**config.mk**
```make
export PLATFORM = sky130hd
export DESIGN_NAME = dht11_emulator
export DESIGN_NICKNAME = d
export VERILOG_FILES = /design/src/rtl/dht11_pkg.sv /design/src/rtl/dht11_sync.sv /design/src/rtl/dht11_emulator.sv
export SDC_FILE = /design/constraint.sdc
export NUM_CORES = 1
export LEC_CHECK = 0
export BUFFER_PORTS_ARGS = -buffer_cell sky130_fd_sc_hd__buf_2
export CORE_ASPECT_RATIO = 0.6
export CORE_MARGIN = 2
export CORE_UTILIZATION = 59
export DETAILED_ROUTE_END_ITERATION = 8
export GPL_ROUTABILITY_DRIVEN = 0
export GPL_TIMING_DRIVEN = 0
export PLACE_DENSITY = 0.78
export SYNTH_ARGS = -nofsm -noshare
export SYNTH_HDL_FRONTEND = slang
export SYNTH_HIERARCHICAL = 1
export SYNTH_SLANG_ARGS = --single-unit
```
**constraint.sdc**
```tcl
create_clock -name clk_50MHz -period 3.2 [get_ports clk_50MHz]
set_clock_uncertainty 0.05 [all_clocks]
set_input_delay 0.16 -clock clk_50MHz [delete_from_list [all_inputs] [get_ports clk_50MHz]]
set_output_delay 0.16 -clock clk_50MHz [all_outputs]
set_load 0.005 [all_outputs]
```
**src/rtl/dht11_pkg.sv**
```systemverilog
// Shared definitions for the DHT11 sensor emulator: state codes, default
// timing at 50 MHz and the frame checksum helper.
package dht11_pkg;

   // Default phase lengths in 50 MHz clock cycles
   localparam int unsigned DEF_START_MIN_CYC = 900000;
   localparam int unsigned DEF_RESP_WAIT_CYC = 1500;
   localparam int unsigned DEF_ACK_LOW_CYC   = 4000;
   localparam int unsigned DEF_ACK_HIGH_CYC  = 4000;
   localparam int unsigned DEF_BIT_LOW_CYC   = 2500;
   localparam int unsigned DEF_BIT0_HIGH_CYC = 1300;
   localparam int unsigned DEF_BIT1_HIGH_CYC = 3500;

   localparam int CNT_W      = 22;
   localparam int FRAME_BITS = 40;

   // Protocol states; WAIT_REL keeps its code but is never entered
   localparam logic [3:0] ST_IDLE      = 4'd0;
   localparam logic [3:0] ST_HOST_LOW  = 4'd1;
   localparam logic [3:0] ST_WAIT_REL  = 4'd2;
   localparam logic [3:0] ST_RESP_WAIT = 4'd3;
   localparam logic [3:0] ST_ACK_LOW   = 4'd4;
   localparam logic [3:0] ST_ACK_HIGH  = 4'd5;
   localparam logic [3:0] ST_BIT_LOW   = 4'd6;
   localparam logic [3:0] ST_BIT_HIGH  = 4'd7;
   localparam logic [3:0] ST_END_LOW   = 4'd8;

   // Byte-sum checksum; the sum is carried in 10 bits and truncated
   function automatic logic [7:0] dht11_checksum(input logic [7:0] a,
                                                 input logic [7:0] b,
                                                 input logic [7:0] c,
                                                 input logic [7:0] d,
                                                 input logic       corrupt);
      logic [9:0] sum;
      sum = {2'b00, a} + {2'b00, b} + {2'b00, c} + {2'b00, d};
      return 8'(sum) ^ {8{corrupt}};
   endfunction

   // States in which the emulator pulls the line low
   function automatic logic drives_low(input logic [3:0] st);
      return (st == ST_ACK_LOW) || (st == ST_BIT_LOW) || (st == ST_END_LOW);
   endfunction

endpackage

```
**src/rtl/dht11_sync.sv**
```systemverilog
// Two-flop synchronizer for the raw data line; resets to the idle-high level
// so a reset never looks like a host start pulse.
module dht11_sync (
   input  logic clk,
   input  logic rst,
   input  logic d,
   output logic q
);

   logic meta;

   // Double-register the asynchronous pad level
   always_ff @(posedge clk) begin
      if (!rst) begin
         meta <= 1'b1;
         q    <= 1'b1;
      end else begin
         meta <= d;
         q    <= meta;
      end
   end

endmodule

```
**src/rtl/dht11_emulator.sv**
```systemverilog
// DHT11 sensor-side emulator: detects the host start pulse, sends the
// acknowledge and shifts out a 40-bit frame with its checksum.
module dht11_emulator
   import dht11_pkg::*;
#(
   parameter int unsigned START_MIN_CYC = DEF_START_MIN_CYC,
   parameter int unsigned RESP_WAIT_CYC = DEF_RESP_WAIT_CYC,
   parameter int unsigned ACK_LOW_CYC   = DEF_ACK_LOW_CYC,
   parameter int unsigned ACK_HIGH_CYC  = DEF_ACK_HIGH_CYC,
   parameter int unsigned BIT_LOW_CYC   = DEF_BIT_LOW_CYC,
   parameter int unsigned BIT0_HIGH_CYC = DEF_BIT0_HIGH_CYC,
   parameter int unsigned BIT1_HIGH_CYC = DEF_BIT1_HIGH_CYC
) (
   input  logic       clk_50MHz,
   input  logic       rst,
   input  logic       en,
   input  logic       dht_in,
   output logic       dht_oe,
   input  logic [7:0] hum_int,
   input  logic [7:0] hum_float,
   input  logic [7:0] temp_int,
   input  logic [7:0] temp_float,
   input  logic       cs_corrupt,
   output logic       busy,
   output logic       done,
   output logic       short_start
);

   // The IDLE cycle that sees the first low sample is not counted, so the
   // accept threshold is one below the required number of low samples
   localparam logic [CNT_W-1:0] START_LAST = 22'(START_MIN_CYC - 1);
   localparam logic [CNT_W-1:0] START_SAT  = 22'(START_MIN_CYC);
   localparam logic [CNT_W-1:0] RESP_LAST  = 22'(RESP_WAIT_CYC - 1);
   localparam logic [CNT_W-1:0] ACKL_LAST  = 22'(ACK_LOW_CYC - 1);
   localparam logic [CNT_W-1:0] ACKH_LAST  = 22'(ACK_HIGH_CYC - 1);
   localparam logic [CNT_W-1:0] BLOW_LAST  = 22'(BIT_LOW_CYC - 1);
   localparam logic [CNT_W-1:0] BIT0_LAST  = 22'(BIT0_HIGH_CYC - 1);
   localparam logic [CNT_W-1:0] BIT1_LAST  = 22'(BIT1_HIGH_CYC - 1);

   logic                  s_in;
   logic [3:0]            state;
   logic [3:0]            state_next;
   logic [CNT_W-1:0]      cnt;
   logic [CNT_W-1:0]      phase_last;
   logic [5:0]            bit_idx;
   logic [FRAME_BITS-1:0] shift_reg;
   logic                  phase_done;
   logic                  start_ok;

   dht11_sync u_sync (
      .clk (clk_50MHz),
      .rst (rst),
      .d   (dht_in),
      .q   (s_in)
   );

   // Last counter value of the current timed phase
   always_comb begin
      phase_last = RESP_LAST;
      case (state)
         ST_RESP_WAIT: phase_last = RESP_LAST;
         ST_ACK_LOW:   phase_last = ACKL_LAST;
         ST_ACK_HIGH:  phase_last = ACKH_LAST;
         ST_BIT_LOW:   phase_last = BLOW_LAST;
         ST_BIT_HIGH:  phase_last = shift_reg[FRAME_BITS-1] ? BIT1_LAST : BIT0_LAST;
         ST_END_LOW:   phase_last = BLOW_LAST;
         default:      phase_last = RESP_LAST;
      endcase
   end

   assign phase_done = (cnt == phase_last);
   assign start_ok   = (cnt >= START_LAST);
   assign busy       = (state != ST_IDLE) && (state != ST_HOST_LOW);

   // Next-state decode; disable overrides everything
   always_comb begin
      state_next = state;
      case (state)
         ST_IDLE:      if (!s_in) state_next = ST_HOST_LOW;
         ST_HOST_LOW:  if (s_in) state_next = start_ok ? ST_RESP_WAIT : ST_IDLE;
         ST_RESP_WAIT: if (phase_done) state_next = ST_ACK_LOW;
         ST_ACK_LOW:   if (phase_done) state_next = ST_ACK_HIGH;
         ST_ACK_HIGH:  if (phase_done) state_next = ST_BIT_LOW;
         ST_BIT_LOW:   if (phase_done) state_next = ST_BIT_HIGH;
         ST_BIT_HIGH:  if (phase_done)
                          state_next = (bit_idx == 6'd39) ? ST_END_LOW : ST_BIT_LOW;
         ST_END_LOW:   if (phase_done) state_next = ST_IDLE;
         default:      state_next = ST_IDLE;
      endcase
      if (!en) state_next = ST_IDLE;
   end

   // State, counters, frame shift register and registered line/pulse outputs
   always_ff @(posedge clk_50MHz) begin
      if (!rst) begin
         state       <= ST_IDLE;
         cnt         <= '0;
         bit_idx     <= '0;
         shift_reg   <= '0;
         dht_oe      <= 1'b0;
         done        <= 1'b0;
         short_start <= 1'b0;
      end else begin
         state       <= state_next;
         dht_oe      <= drives_low(state_next);
         done        <= 1'b0;
         short_start <= 1'b0;
         if (!en) begin
            cnt     <= '0;
            bit_idx <= '0;
         end else begin
            case (state)
               ST_HOST_LOW: begin
                  if (s_in) begin
                     cnt <= '0;
                     if (start_ok)
                        shift_reg <= {hum_int, hum_float, temp_int, temp_float,
                                      dht11_checksum(hum_int, hum_float, temp_int,
                                                     temp_float, cs_corrupt)};
                     else
                        short_start <= 1'b1;
                  end else if (cnt < START_SAT) begin
                     cnt <= cnt + 22'd1;
                  end
               end
               ST_RESP_WAIT, ST_ACK_LOW, ST_ACK_HIGH,
               ST_BIT_LOW, ST_BIT_HIGH, ST_END_LOW: begin
                  if (phase_done) begin
                     cnt <= '0;
                     if (state == ST_ACK_HIGH) bit_idx <= '0;
                     if (state == ST_BIT_HIGH) begin
                        shift_reg <= {shift_reg[FRAME_BITS-2:0], 1'b0};
                        bit_idx   <= bit_idx + 6'd1;
                     end
                     if (state == ST_END_LOW) done <= 1'b1;
                  end else begin
                     cnt <= cnt + 22'd1;
                  end
               end
               default: cnt <= '0;
            endcase
         end
      end
   end

endmodule
```
* After elaboration in Yosys (flattened, before gate mapping)
Cells that the tools add are included.
** Word-level totals
- Register bits :: 77
- Output and inout bits :: 4
- Word-level logic and storage cells :: 77
** Cells by class
- Reductions and logical operators :: 15
- Mux-type cells :: 27
- Equal/unequal tests :: 18
- Magnitude comparators :: 2
- Add/subtract/negate cells :: 5
- Bitwise operators :: 1
** Operator list (number)
- two-way mux 40 bit :: 4
- case mux 40 bit (2 select lines) :: 1
- two-way mux 22 bit :: 3
- case mux 22 bit (2 select lines) :: 1
- two-way mux 4 bit :: 10
- case mux 12 bit (3 select lines) :: 1
- case mux 4 bit (8 select lines) :: 1
- adder 8 bit :: 3
- equality test 4 x 3 -> 1 bit (second input constant) :: 6
- adder 22 x 1 -> 22 bit (second input constant) :: 1
- equality test 22 bit :: 1
- >= comparator 22 x 20 -> 1 bit (second input constant) :: 1
- less-than comparator 22 x 20 -> 1 bit (second input constant) :: 1
- two-way mux 12 bit :: 1
- two-way mux 6 bit :: 2
- equality test 4 bit (second input constant) :: 2
- AND reduction 4 bit :: 2
- XOR 8 bit :: 1
- adder 6 x 1 -> 6 bit (second input constant) :: 1
- equality test 6 bit (second input constant) :: 1
- != test 2 bit (second input constant) :: 3
- AND reduction 6 bit :: 1
- OR reduction 6 bit :: 1
- equality test 4 x 1 -> 1 bit (second input constant) :: 1
- 14 further kinds :: 18

* Depth between registers and ports, before layout
Gate-level depths: netlist of the first run.
- Depth in word-level cells :: 10
- Depth in mapped cells :: 11
- Mapped depth without buffers :: 10

* Modules after synthesis
Netlist of the first run, hierarchy kept.
** Modules (own cells, without submodules)
- dht11_emulator :: cells each 519, instances 1, area each 4688.2 µm²
- dht11_sync :: cells each 4, instances 1, area each 52.6 µm²

* Worst setup path before layout of the first run
OpenSTA, ideal clock, no wires.
- Path type :: in2reg
- Start point :: input hum_int[1]
- End point :: register shift_reg[7]
- Slack :: 444 ps
- Stages on the path :: 10
- Path buffers :: 0
- Arrival time :: 2647 ps
- Setup time :: 59 ps
- Path through :: fa_1 fa_1 ha_1 fa_1 a21o_1 a21oi_1 o21ai_0 xnor2_1 o211ai_1 o211a_1
** On the way
- Word-level cells in the longest chain between the ends :: 7
** RTL lines
- from (decl) :: line dht11_emulator.sv:19 : input logic [7:0] hum_int,
- adder 8 bit (3 in series) :: line dht11_pkg.sv:35 : sum = {2'b00, a} + {2'b00, b} + {2'b00, c} + {2'b00, d};
- XOR 8 bit :: line dht11_pkg.sv:36 : return 8'(sum) ^ {8{corrupt}};
- two-way mux 40 bit :: line dht11_emulator.sv:116 : if (start_ok)
- two-way mux 40 bit :: line dht11_emulator.sv:114 : if (s_in) begin
- case mux 40 bit (2 select lines) :: line dht11_emulator.sv:112 : case (state)
- to (signal assigned) :: line dht11_emulator.sv:117 : shift_reg <= {hum_int, hum_float, temp_int, temp_float,
- to (signal assigned) :: line dht11_emulator.sv:132 : shift_reg <= {shift_reg[FRAME_BITS-2:0], 1'b0};
- to (decl) :: line dht11_emulator.sv:46 : logic [FRAME_BITS-1:0] shift_reg;
No other way between the ends. The select of a mux whose other input is x is not followed.
A chain may end at the register's enable or synchronous reset.

* Final worst setup path of the first run
- Start point :: register state[3]
- End point :: register cnt[5]
** On the way
- Word-level cells in the longest chain between the ends :: 6
** RTL lines
- from (decl) :: line dht11_emulator.sv:41 : logic [3:0] state;
- from (signal assigned) :: line dht11_emulator.sv:104 : state <= state_next;
- equality test 4 bit or equality test 4 x 3 -> 1 bit (tied branches) :: line dht11_emulator.sv:60, dht11_emulator.sv:112
- OR reduction 2 bit (no line)
- case mux 12 bit (3 select lines) :: line dht11_emulator.sv:60 : case (state)
- equality test 22 bit :: line dht11_emulator.sv:71 : assign phase_done = (cnt == phase_last);
- two-way mux 22 bit :: line dht11_emulator.sv:128 : if (phase_done) begin
- case mux 22 bit (2 select lines) :: line dht11_emulator.sv:112
- to (signal assigned) :: line dht11_emulator.sv:123 : cnt <= cnt + 22'd1;
- to (signal assigned) :: line dht11_emulator.sv:137 : cnt <= cnt + 22'd1;
- to (decl) :: line dht11_emulator.sv:43 : logic [CNT_W-1:0] cnt;
Several ways; a longest one is shown, not always the timed one.

==> qor.csv, run 1 <==
stage,metric,value,unit
outcome,outcome,finished clean,
finish,share of cells above drive strength 1,13.6,%
yosys,Post-Syn Nets,583,
timing,crit share post-route,95.4,%
finish,Layout area overhead,14.5,%
detailed_routing,Post-DRT Antenna Nets,0,
yosys,Syn Area/Cell,9.06,sq um
yosys,sequential share of the synthesized area,32.5,%
timing,Total Negative Setup Slacks,0,ns
power,Max VDD drop,0.280,mV
timing,final setup fails,0,
clock_network,clk sink count,77,
clock_network,clock-pin transition on the worst setup and hold timing paths,0.06,ns
floorplanning,initial core utilization,60.6,%
clock_network,TritonCTS Buffers,9,
setup_path,Setup CP Type,flip-flop to flip-flop,
clock_network,CTS tree,done,
timing,"Hold Violations, Final",0,
setup_path,CP bufs+invs,3,
global_route,gr usage total,29.9,%
finish,max reg flops,40,
finish,ANT cells,0,
yosys,top-area cell type share of the netlist area,32.5,%
setup_path,CP Launch Type,flip-flop,
placement,DP HPWL,9340,um
setup_path,critical path arrival,3.22,ns
global_route,global-route wire length before repair,20500,um
yosys,synth top area cells,"dfxtp_1, mux2i_1, o211a_1",
min_path,HP Class,primary input to flip-flop,
floorplanning,DIE AREA,8790,sq um
setup_path,Top delay family on crit path,compound AO/OA/AOI/OAI gates,
detailed_routing,Pre-antenna DRT Iters,5,
global_route,vias in the first global route,4062,
clock_network,CTS HTree Levels,3,
finish,fin util,69.4,%
detailed_routing,routed vias/inst,6.24,
setup_path,beginning of the critical path,state[3]$_SDFF_PN0_,
detailed_routing,# DRC,0,
yosys,synthesized flop and latch total,77,
floorplanning,# rows,25,
timing,unrepaired setup endpoints after global routing,true,
power,power density cells,453,nW/um^2
yosys,Post-synth EDFFs,0,
clock_network,postcts setup bufs,0,
flow_run,Max Cap Viol,0,
yosys,list of most frequent post-synthesis cells,"dfxtp_1, nand2_1, mux2i_1, o211a_1, nor2_1",
yosys,synth unique cells,61,
setup_path,Crit Path Max Fanout,10,
yosys,commonest register cell after synthesis,dfxtp_1,
setup_path,Worst R2R Start,state[3]$_SDFF_PN0_,
setup_path,worst path required time,3.37,ns
clock_network,maximum clock insertion buffer count,2,
floorplanning,Die W,120,um
setup_path,CP endpoint kind,flip-flop,
floorplanning,chip height,73.4,um
placement,port buffer count,39,
power,Pleak,2.34,nW
timing,worst setup margin,0.149,ns
yosys,async set or reset register ratio after synthesis,0,%
clock_network,clock latency at the later pin of the worst-skew pair,0.34,ns
setup_path,critical path's most frequent cell,buf_2,
timing,Achievable Freq,328,MHz
detailed_routing,final wirelength,12500,um
floorplanning,core area,7820,sq um
clock_network,CTS root buf,clkbuf_16,
setup_path,Worst path max stage delay,0.47,ns
timing,worst-margin pin slew,0.659,ns
detailed_routing,routed vias,4293,
timing,max-slew violation count,0,
yosys,cells after synthesis,523,
setup_path,CP max-delay cell,and4b_1,
floorplanning,Ports,41,
detailed_routing,Initial DRC Count,463,
setup_path,worst path cell trace,"clkbuf_1, and4b_1, nand4_1, a311oi_2, o2111ai_2, buf_2, a22o_1, buf_2, a32o_1",
timing,Final min period,3.05,ns
detailed_routing,drt wl/cell,18.2,um
placement,Place WS,0.0324,ns
global_route,largest net degree at the start of global routing,14,
global_route,grt total ovfl,0,
min_path,Hold Path Origin,hum_float[7],
global_route,initial antenna violation count,0,
yosys,"Cell Area, Synth",4740,sq um
finish,fin nets,635,
timing,Slew HR,55.7,%
yosys,Yosys top cell by area,dfxtp_1,
yosys,Ys Warns,6,
yosys,most frequent cell after synthesis,dfxtp_1,
[report_power, final]
group	switching, mW	leakage [nW]	internal (mW)
Combinational	0.201	1.56	0.179
Sequential	0.00143	0.620	0.960
Clock	0.408	0.160	0.707
[tightest hold or removal path: stages]
cell	delay [ns]
buf_2	0.10
mux2i_1	0.06
nand2_1	0.06
o211a_1	0.13
[final timing paths]
path                           endpoint  slack [ns]  cells after the start
max                 cnt[5]$_SDFFE_PN0P_        0.15                      9
min          shift_reg[31]$_SDFFE_PN0P_        0.16                      4
max reg2reg         cnt[5]$_SDFFE_PN0P_        0.15                      9
min reg2reg         u_sync/q$_SDFF_PN1_        0.39                      1
[metrics by stage]
| step | instances | hold WS, ns | power [mW] | instance area, sq um |
|---|---|---|---|---|
| 2_1_floorplan | 523 | 0.183 | 1.25 | 4740 |
| 3_3_place_gp | 670 | 0.312 | 1.34 | 5070 |
| 3_5_place_dp | 670 | 0.320 | 1.35 | 5070 |
| 4_1_cts | 688 | 0.147 | 2.47 | 5420 |
| 5_1_grt | 688 | 0.161 | 2.55 | 5430 |
| 6_report | 688 | 0.156 | 2.46 | 5430 |
[per-layer routing]
metal | share of wire, % | global-route usage, %
met5 | 0 | 0
met4 | 1.3 | 8.37
met3 | 8.5 | 6.68
met2 | 42 | 44.3
met1 | 48 | 44.0
[logic make-up (layout without fill, tap and decap cells)]
kind of cell,Yosys count,count (layout),synth area share [%]
simple gates,196,196,21.8
compound gates,111,111,18.8
flops,77,77,32.5
buf+inv,44,101,4.25
mux,42,42,8.87
xor+xnor,30,30,5.54
fa+ha+maj,23,23,8.29
[repair_timing]
| action | CTS | global route |
|---|---|---|
| endpoints found under the setup margin | 0 | 29 |
| resized for setup | 0 | 4 |
| hold endpoints to repair | 2 | 0 |
| hold buffers | 2 | 0 |
[area by class of cell]
class / count / area (sq um)
Tap cell: 108 / 135
Clock inverter: 5 / 82.6
Clock buffer: 11 / 243
Sequential cell: 77 / 1540
Buffer: 39 / 184
Multi-Input combinational cell: 402 / 3010
Inverter: 5 / 18.8
Timing Repair Buffer: 41 / 215
Fill cell: 631 / 2390
[placed cells by master (no fill, tap or decap), drive strengths merged, types with 10 or more instances in the layout]
| master | instances |
|---|---|
| nand2 | 66 |
| nand3 | 13 |
| mux2i | 42 |
| nor2b | 10 |
| fa | 14 |
| nor2 | 29 |
| xnor2 | 21 |
| a21oi | 13 |
| o211a | 34 |
| buf | 54 |
| clkbuf | 35 |
| dfxtp | 77 |
| nor3 | 14 |
| o21ai | 24 |
(Power assumes the default switching activity.)
==> run 2, diff against run 1 <==
Settings changed: GPL_TIMING_DRIVEN 0 to not set.
==> run 2 against run 1 <==
Compared with the run above:
- clock power about the same
- die area unchanged
- sequential share of layout area up 0.14 points
- worst hold slack worse by 0.0093 ns
- combinational power up 1%
- core utilization down 0.34 points
- register-to-register slack worse by 0.02 ns
- global-route usage down 0.81 points
- power down 0.14%
- critical path depth down 1
- routed wire length down 3.4%
- via count down 2.2%
==> qor.csv, run 2 (synthesized netlist as in run 1, its figures left out) <==
stage,metric,value,unit
outcome,outcome,finished clean,
setup_path,Top delay family on crit path,simple AND/OR/NAND/NOR gates,
detailed_routing,# DRC,0,
global_route,vias in the first global route,3824,
detailed_routing,Pre-antenna DRT Iters,7,
global_route,initial antenna violation count,0,
power,Logic pwr share,15.6,%
setup_path,worst path cell trace,"nand4b_1, or4_1, a311oi_2, o2111ai_2, a21oi_1, buf_4, nand2b_1, nor2_1",
timing,Achievable Freq,326,MHz
placement,port buffer count,40,
floorplanning,# rows,25,
floorplanning,chip height,73.4,um
timing,worst setup margin,0.130,ns
global_route,grt total ovfl,0,
timing,Final min period,3.07,ns
setup_path,Crit Path Max Fanout,11,
power,Psw,628,uW
clock_network,CTS root buf,clkbuf_16,
clock_network,postcts setup bufs,0,
clock_network,clk sink count,77,
clock_network,clock latency at the later pin of the worst-skew pair,0.34,ns
floorplanning,Ports,41,
timing,crit share post-route,95.9,%
setup_path,Worst path max stage delay,0.58,ns
setup_path,worst path required time,3.35,ns
finish,most frequent cells in the layout,"dfxtp_1, nand2_1, mux2i_1",
finish,"most common cell after layout, fill and taps aside",dfxtp_1,
detailed_routing,final wirelength,12100,um
floorplanning,core area,7820,sq um
power,power share of the sequential group,39.2,%
detailed_routing,Post-DRT Antenna Nets,0,
global_route,largest net degree at the start of global routing,75,
floorplanning,Die W,120,um
timing,max-slew violation count,0,
clock_network,maximum clock insertion buffer count,2,
finish,share of cells above drive strength 1,14.5,%
clock_network,clock-pin transition on the worst setup and hold timing paths,0.06,ns
power,Clock power frac,45.2,%
setup_path,CP max-delay cell,dfxtp_1,
finish,fin nets,612,
clock_network,CTS tree,done,
global_route,gr usage total,29.1,%
detailed_routing,Initial DRC Count,521,
detailed_routing,routed vias/inst,6.31,
floorplanning,DIE AREA,8790,sq um
clock_network,CTS HTree Levels,3,
global_route,global-route wire length before repair,19900,um
power,Pleak,2.31,nW
power,power density cells,454,nW/um^2
clock_network,TritonCTS Buffers,9,
finish,fin util,69.1,%
setup_path,critical path arrival,3.22,ns
timing,"Hold Violations, Final",0,
power,switch share,25.6,%
setup_path,CP Launch Type,flip-flop,
placement,Place WS,0.0772,ns
flow_run,Max Cap Viol,0,
min_path,HP Class,primary input to flip-flop,
finish,fillers,596,
detailed_routing,routed vias,4198,
setup_path,CP endpoint kind,flip-flop,
timing,Slew HR,54.4,%
placement,DP HPWL,8740,um
timing,final setup fails,0,
finish,ANT cells,0,
finish,final non-filler cell total,665,
timing,worst-margin pin slew,0.667,ns
placement,Placed Cells,648,
finish,max reg flops,40,
detailed_routing,drt wl/cell,18.2,um
setup_path,CP bufs+invs,1,
power,P_int,1.83,mW
setup_path,Setup CP Type,flip-flop to flip-flop,
power,Max VDD drop,0.414,mV
floorplanning,initial core utilization,60.6,%
finish,Layout area overhead,13.9,%
## run 2: cell count changes in the layout (fill, tap and decap cells not counted), moves of 2 or more
cell,delta
buf_4,+7
clkbuf_1,-24
buf_2,-7
buf_12,+2
## run 2: what timing repair did
action,4_1_cts,5_1_grt
hold buffers,1,0
endpoints found under the setup margin,0,8
hold endpoints to repair,1,0
resized for setup,0,1
## run 2: power by group through the flow
stage | sequential (mW) | clock [mW] | combinational (mW)
floorplan | 0.982 | 0 | 0.269
global placement | 0.983 | 0 | 0.363
detailed placement | 0.983 | 0 | 0.375
CTS | 0.961 | 1.12 | 0.381
global route | 0.961 | 1.16 | 0.426
finish | 0.961 | 1.11 | 0.384
## run 2: area by class of cell
type	count	area, sq um	area share (%)
multi-input cells	402	3030	56.0
flip-flops and latches	77	1540	28.5
repair buffers	57	355	6.58
clock buffers	9	225	4.17
well taps	108	135	2.50
clock inverters	7	98.8	1.83
inverters	5	18.8	0.348
## run 2: per-layer routing
metal	vias up	routed length, um	global-route usage [%]
met3	27	1270	8.93
li1	1977	-	-
met4	0	210	7.06
met2	216	4940	41.5
met5	-	0	0
met1	1978	5700	42.9
## run 2: stage by stage
stage               power [mW]  setup TNS, ns  hold WS [ns]  area, sq um
finish                    2.45              0         0.146         5400
global route              2.55       -0.00917         0.146         5400
CTS                       2.46              0         0.139         5390
detailed placement        1.36              0         0.292         5060
global placement          1.35              0         0.290         5060
floorplan                 1.25              0         0.183         4740
## run 2: worst paths after layout
kind | startpoint | to | slack [ns] | cells after the start
hold / removal | hum_float[7] | shift_reg[31]$_SDFFE_PN0P_ | 0.15 | 4
hold reg to reg | u_sync/meta$_SDFF_PN1_ | u_sync/q$_SDFF_PN1_ | 0.38 | 1
setup reg to reg | state[0]$_SDFF_PN0_ | cnt[11]$_SDFFE_PN0P_ | 0.13 | 8
setup / recovery | state[0]$_SDFF_PN0_ | cnt[11]$_SDFFE_PN0P_ | 0.13 | 8
## run 2: worst register-to-register path, delay by kind of cell, from the launching register on
family | cells | cell delay (ns)
AND/OR/NAND/NOR | 4 | 1.27
AO/OA/AOI/OAI | 3 | 0.84
flip-flops | 1 | 0.58
buffers and inverters | 1 | 0.19
==> run 3, diff against run 2 <==
Settings changed: CELL_PAD_IN_SITES_DETAIL_PLACEMENT set to 1, CELL_PAD_IN_SITES_GLOBAL_PLACEMENT set to 2, CORE_UTILIZATION 59 to 38, PLACE_DENSITY 0.78 to 0.8.
==> run 3 against run 2 <==
Compared with the run above:
- combinational power rose by 1%
- register-to-register slack improved by 0.07 ns
- routed wire length rose by 14%
- cell area rose by 0.88%
- die area rose by 53%
- critical path type unchanged
- largest power group is now registers
==> qor.csv, run 3 (synthesized netlist as in run 1, its figures left out) <==
stage,metric,value,unit
finish,ANT cells,0,
floorplanning,chip height,90.5,um
detailed_routing,routed vias,4087,
clock_network,TritonCTS Buffers,9,
clock_network,maximum clock insertion buffer count,2,
clock_network,CTS tree,done,
min_path,HP Class,primary input to flip-flop,
flow_run,Max Cap Viol,0,
timing,"Hold Violations, Final",0,
timing,final setup fails,0,
min_path,Hold Path Origin,en,
floorplanning,core area,12100,sq um
floorplanning,Die W,148,um
setup_path,Worst path max stage delay,0.57,ns
setup_path,critical path arrival,3.18,ns
finish,Layout Cell Area excl Fill,5450,sq um
detailed_routing,Post-DRT Antenna Nets,0,
detailed_routing,# DRC,0,
power,Max VDD drop,0.212,mV
global_route,gr usage total,21.3,%
timing,Slew HR,47.7,%
global_route,grt total ovfl,0,
outcome,outcome,finished clean,
setup_path,Reg2Reg Depth,8,
detailed_routing,routed vias/inst,5.64,
power,power density cells,424,nW/um^2
setup_path,CP endpoint kind,flip-flop,
setup_path,worst path required time,3.38,ns
clock_network,CTS HTree Levels,3,
floorplanning,DIE AREA,13400,sq um
global_route,largest net degree at the start of global routing,75,
floorplanning,initial core utilization,39.2,%
timing,Total Negative Setup Slacks,0,ns
setup_path,CP Launch Type,flip-flop,
setup_path,worst path cell trace,"or3b_2, a2111o_1, o211ai_2, o2111ai_2, a211oi_4, buf_12, o211ai_1, o211a_1",
power,Pleak,2.31,nW
global_route,initial antenna violation count,2,
timing,Final min period,3.00,ns
floorplanning,Ports,41,
setup_path,Worst R2R Start,state[3]$_SDFF_PN0_,
finish,share of cells above drive strength 1,15.2,%
min_path,Hold Path Depth,3,
clock_network,clock-pin transition on the worst setup and hold timing paths,0.06,ns
global_route,global-route wire length before repair,22800,um
setup_path,Setup CP Type,flip-flop to flip-flop,
setup_path,reg2reg end,shift_reg[3]$_SDFFE_PN0P_,
finish,most frequent cells in the layout,"dfxtp_1, nand2_1, mux2i_1",
power,Total Power,2.31,mW
timing,Achievable Freq,334,MHz
detailed_routing,Initial DRC Count,275,
detailed_routing,drt wl/cell,19.0,um
placement,port buffer count,40,
min_path,WHS Endpoint,dht_oe$_SDFF_PN0_,
detailed_routing,Pre-antenna DRT Iters,5,
placement,DP HPWL,10300,um
clock_network,clock latency at the later pin of the worst-skew pair,0.34,ns
detailed_routing,final wirelength,13800,um
finish,fillers,1435,
setup_path,CP max-delay cell,or3b_2,
timing,unrepaired setup endpoints after global routing,false,
floorplanning,# rows,31,
timing,max-slew violation count,0,
clock_network,CTS root buf,clkbuf_16,
setup_path,Crit Path Max Fanout,74,
clock_network,clk sink count,77,
finish,"most common cell after layout, fill and taps aside",dfxtp_1,
placement,instance area at placement,5170,sq um
finish,fin nets,617,
global_route,vias in the first global route,4222,
finish,max reg flops,40,
setup_path,R2R setup slack,0.20,ns
timing,worst-margin pin slew,0.765,ns
timing,crit share post-route,93.7,%
finish,Layout area overhead,14.9,%
[run 3: cell type report]
cell class,instances,area (sq um),share of cell area (%)
inverter,5,18.8,0.345
clock buffer,10,239,4.39
timing repair buffer,62,393,7.21
tap,165,206,3.79
sequential,77,1540,28.3
clock inverter,4,26.3,0.482
multi-input combinational,402,3020,55.5
[run 3: per-layer routing]
layer	wire (um)	global-route usage [%]	vias to the layer above
met4	112	4.21	0
met1	7760	34.8	2011
met5	0	0	-
li1	-	-	1975
met2	5370	28.2	92
met3	535	4.14	9
[run 3: worst max-delay path by stage]
stage	slack, ns	to	start
4_1_cts	0.18	cnt[3]$_SDFFE_PN0P_	state[3]$_SDFF_PN0_
5_1_grt	0.001	shift_reg[4]$_SDFFE_PN0P_	state[3]$_SDFF_PN0_
6_report	0.20	shift_reg[3]$_SDFFE_PN0P_	state[3]$_SDFF_PN0_
3_5_place_dp	0.16	shift_reg[7]$_SDFFE_PN0P_	hum_int[1]
2_1_floorplan	0.44	shift_reg[7]$_SDFFE_PN0P_	hum_int[1]
3_3_place_gp	0.20	shift_reg[7]$_SDFFE_PN0P_	hum_int[1]
[run 3: report_power, final]
| group | switching (mW) | internal, mW | total, mW |
|---|---|---|---|
| Combinational | 0.211 | 0.179 | 0.389 |
| Clock | 0.421 | 0.537 | 0.958 |
| Sequential | 0.00149 | 0.960 | 0.961 |
[run 3: what timing repair did]
action / CTS / global route
setup endpoints to repair: 0 / 12
buffers inserted: 0 / 0
hold endpoints to repair: 1 / 0
hold buffers: 1 / 0
gates resized for setup: 0 / 2
[run 3: stage by stage]
step	cells	hold WS (ns)	setup WS, ns	util, %
final	725	0.151	0.202	45.0
after global routing	725	0.174	0.00145	45.0
after CTS	725	0.131	0.179	45.0
after detailed placement	710	0.300	0.163	42.7
after global placement	710	0.301	0.202	42.7
after floorplan	523	0.183	0.444	-
[run 3: worst max-delay path: cells and delay by family (launching register included)]
kind                   cells  cell delay, ns
buffers and inverters      1            0.33
flip-flops                 1            0.54
AND/OR/NAND/NOR            1            0.57
AO/OA/AOI/OAI              6            1.37
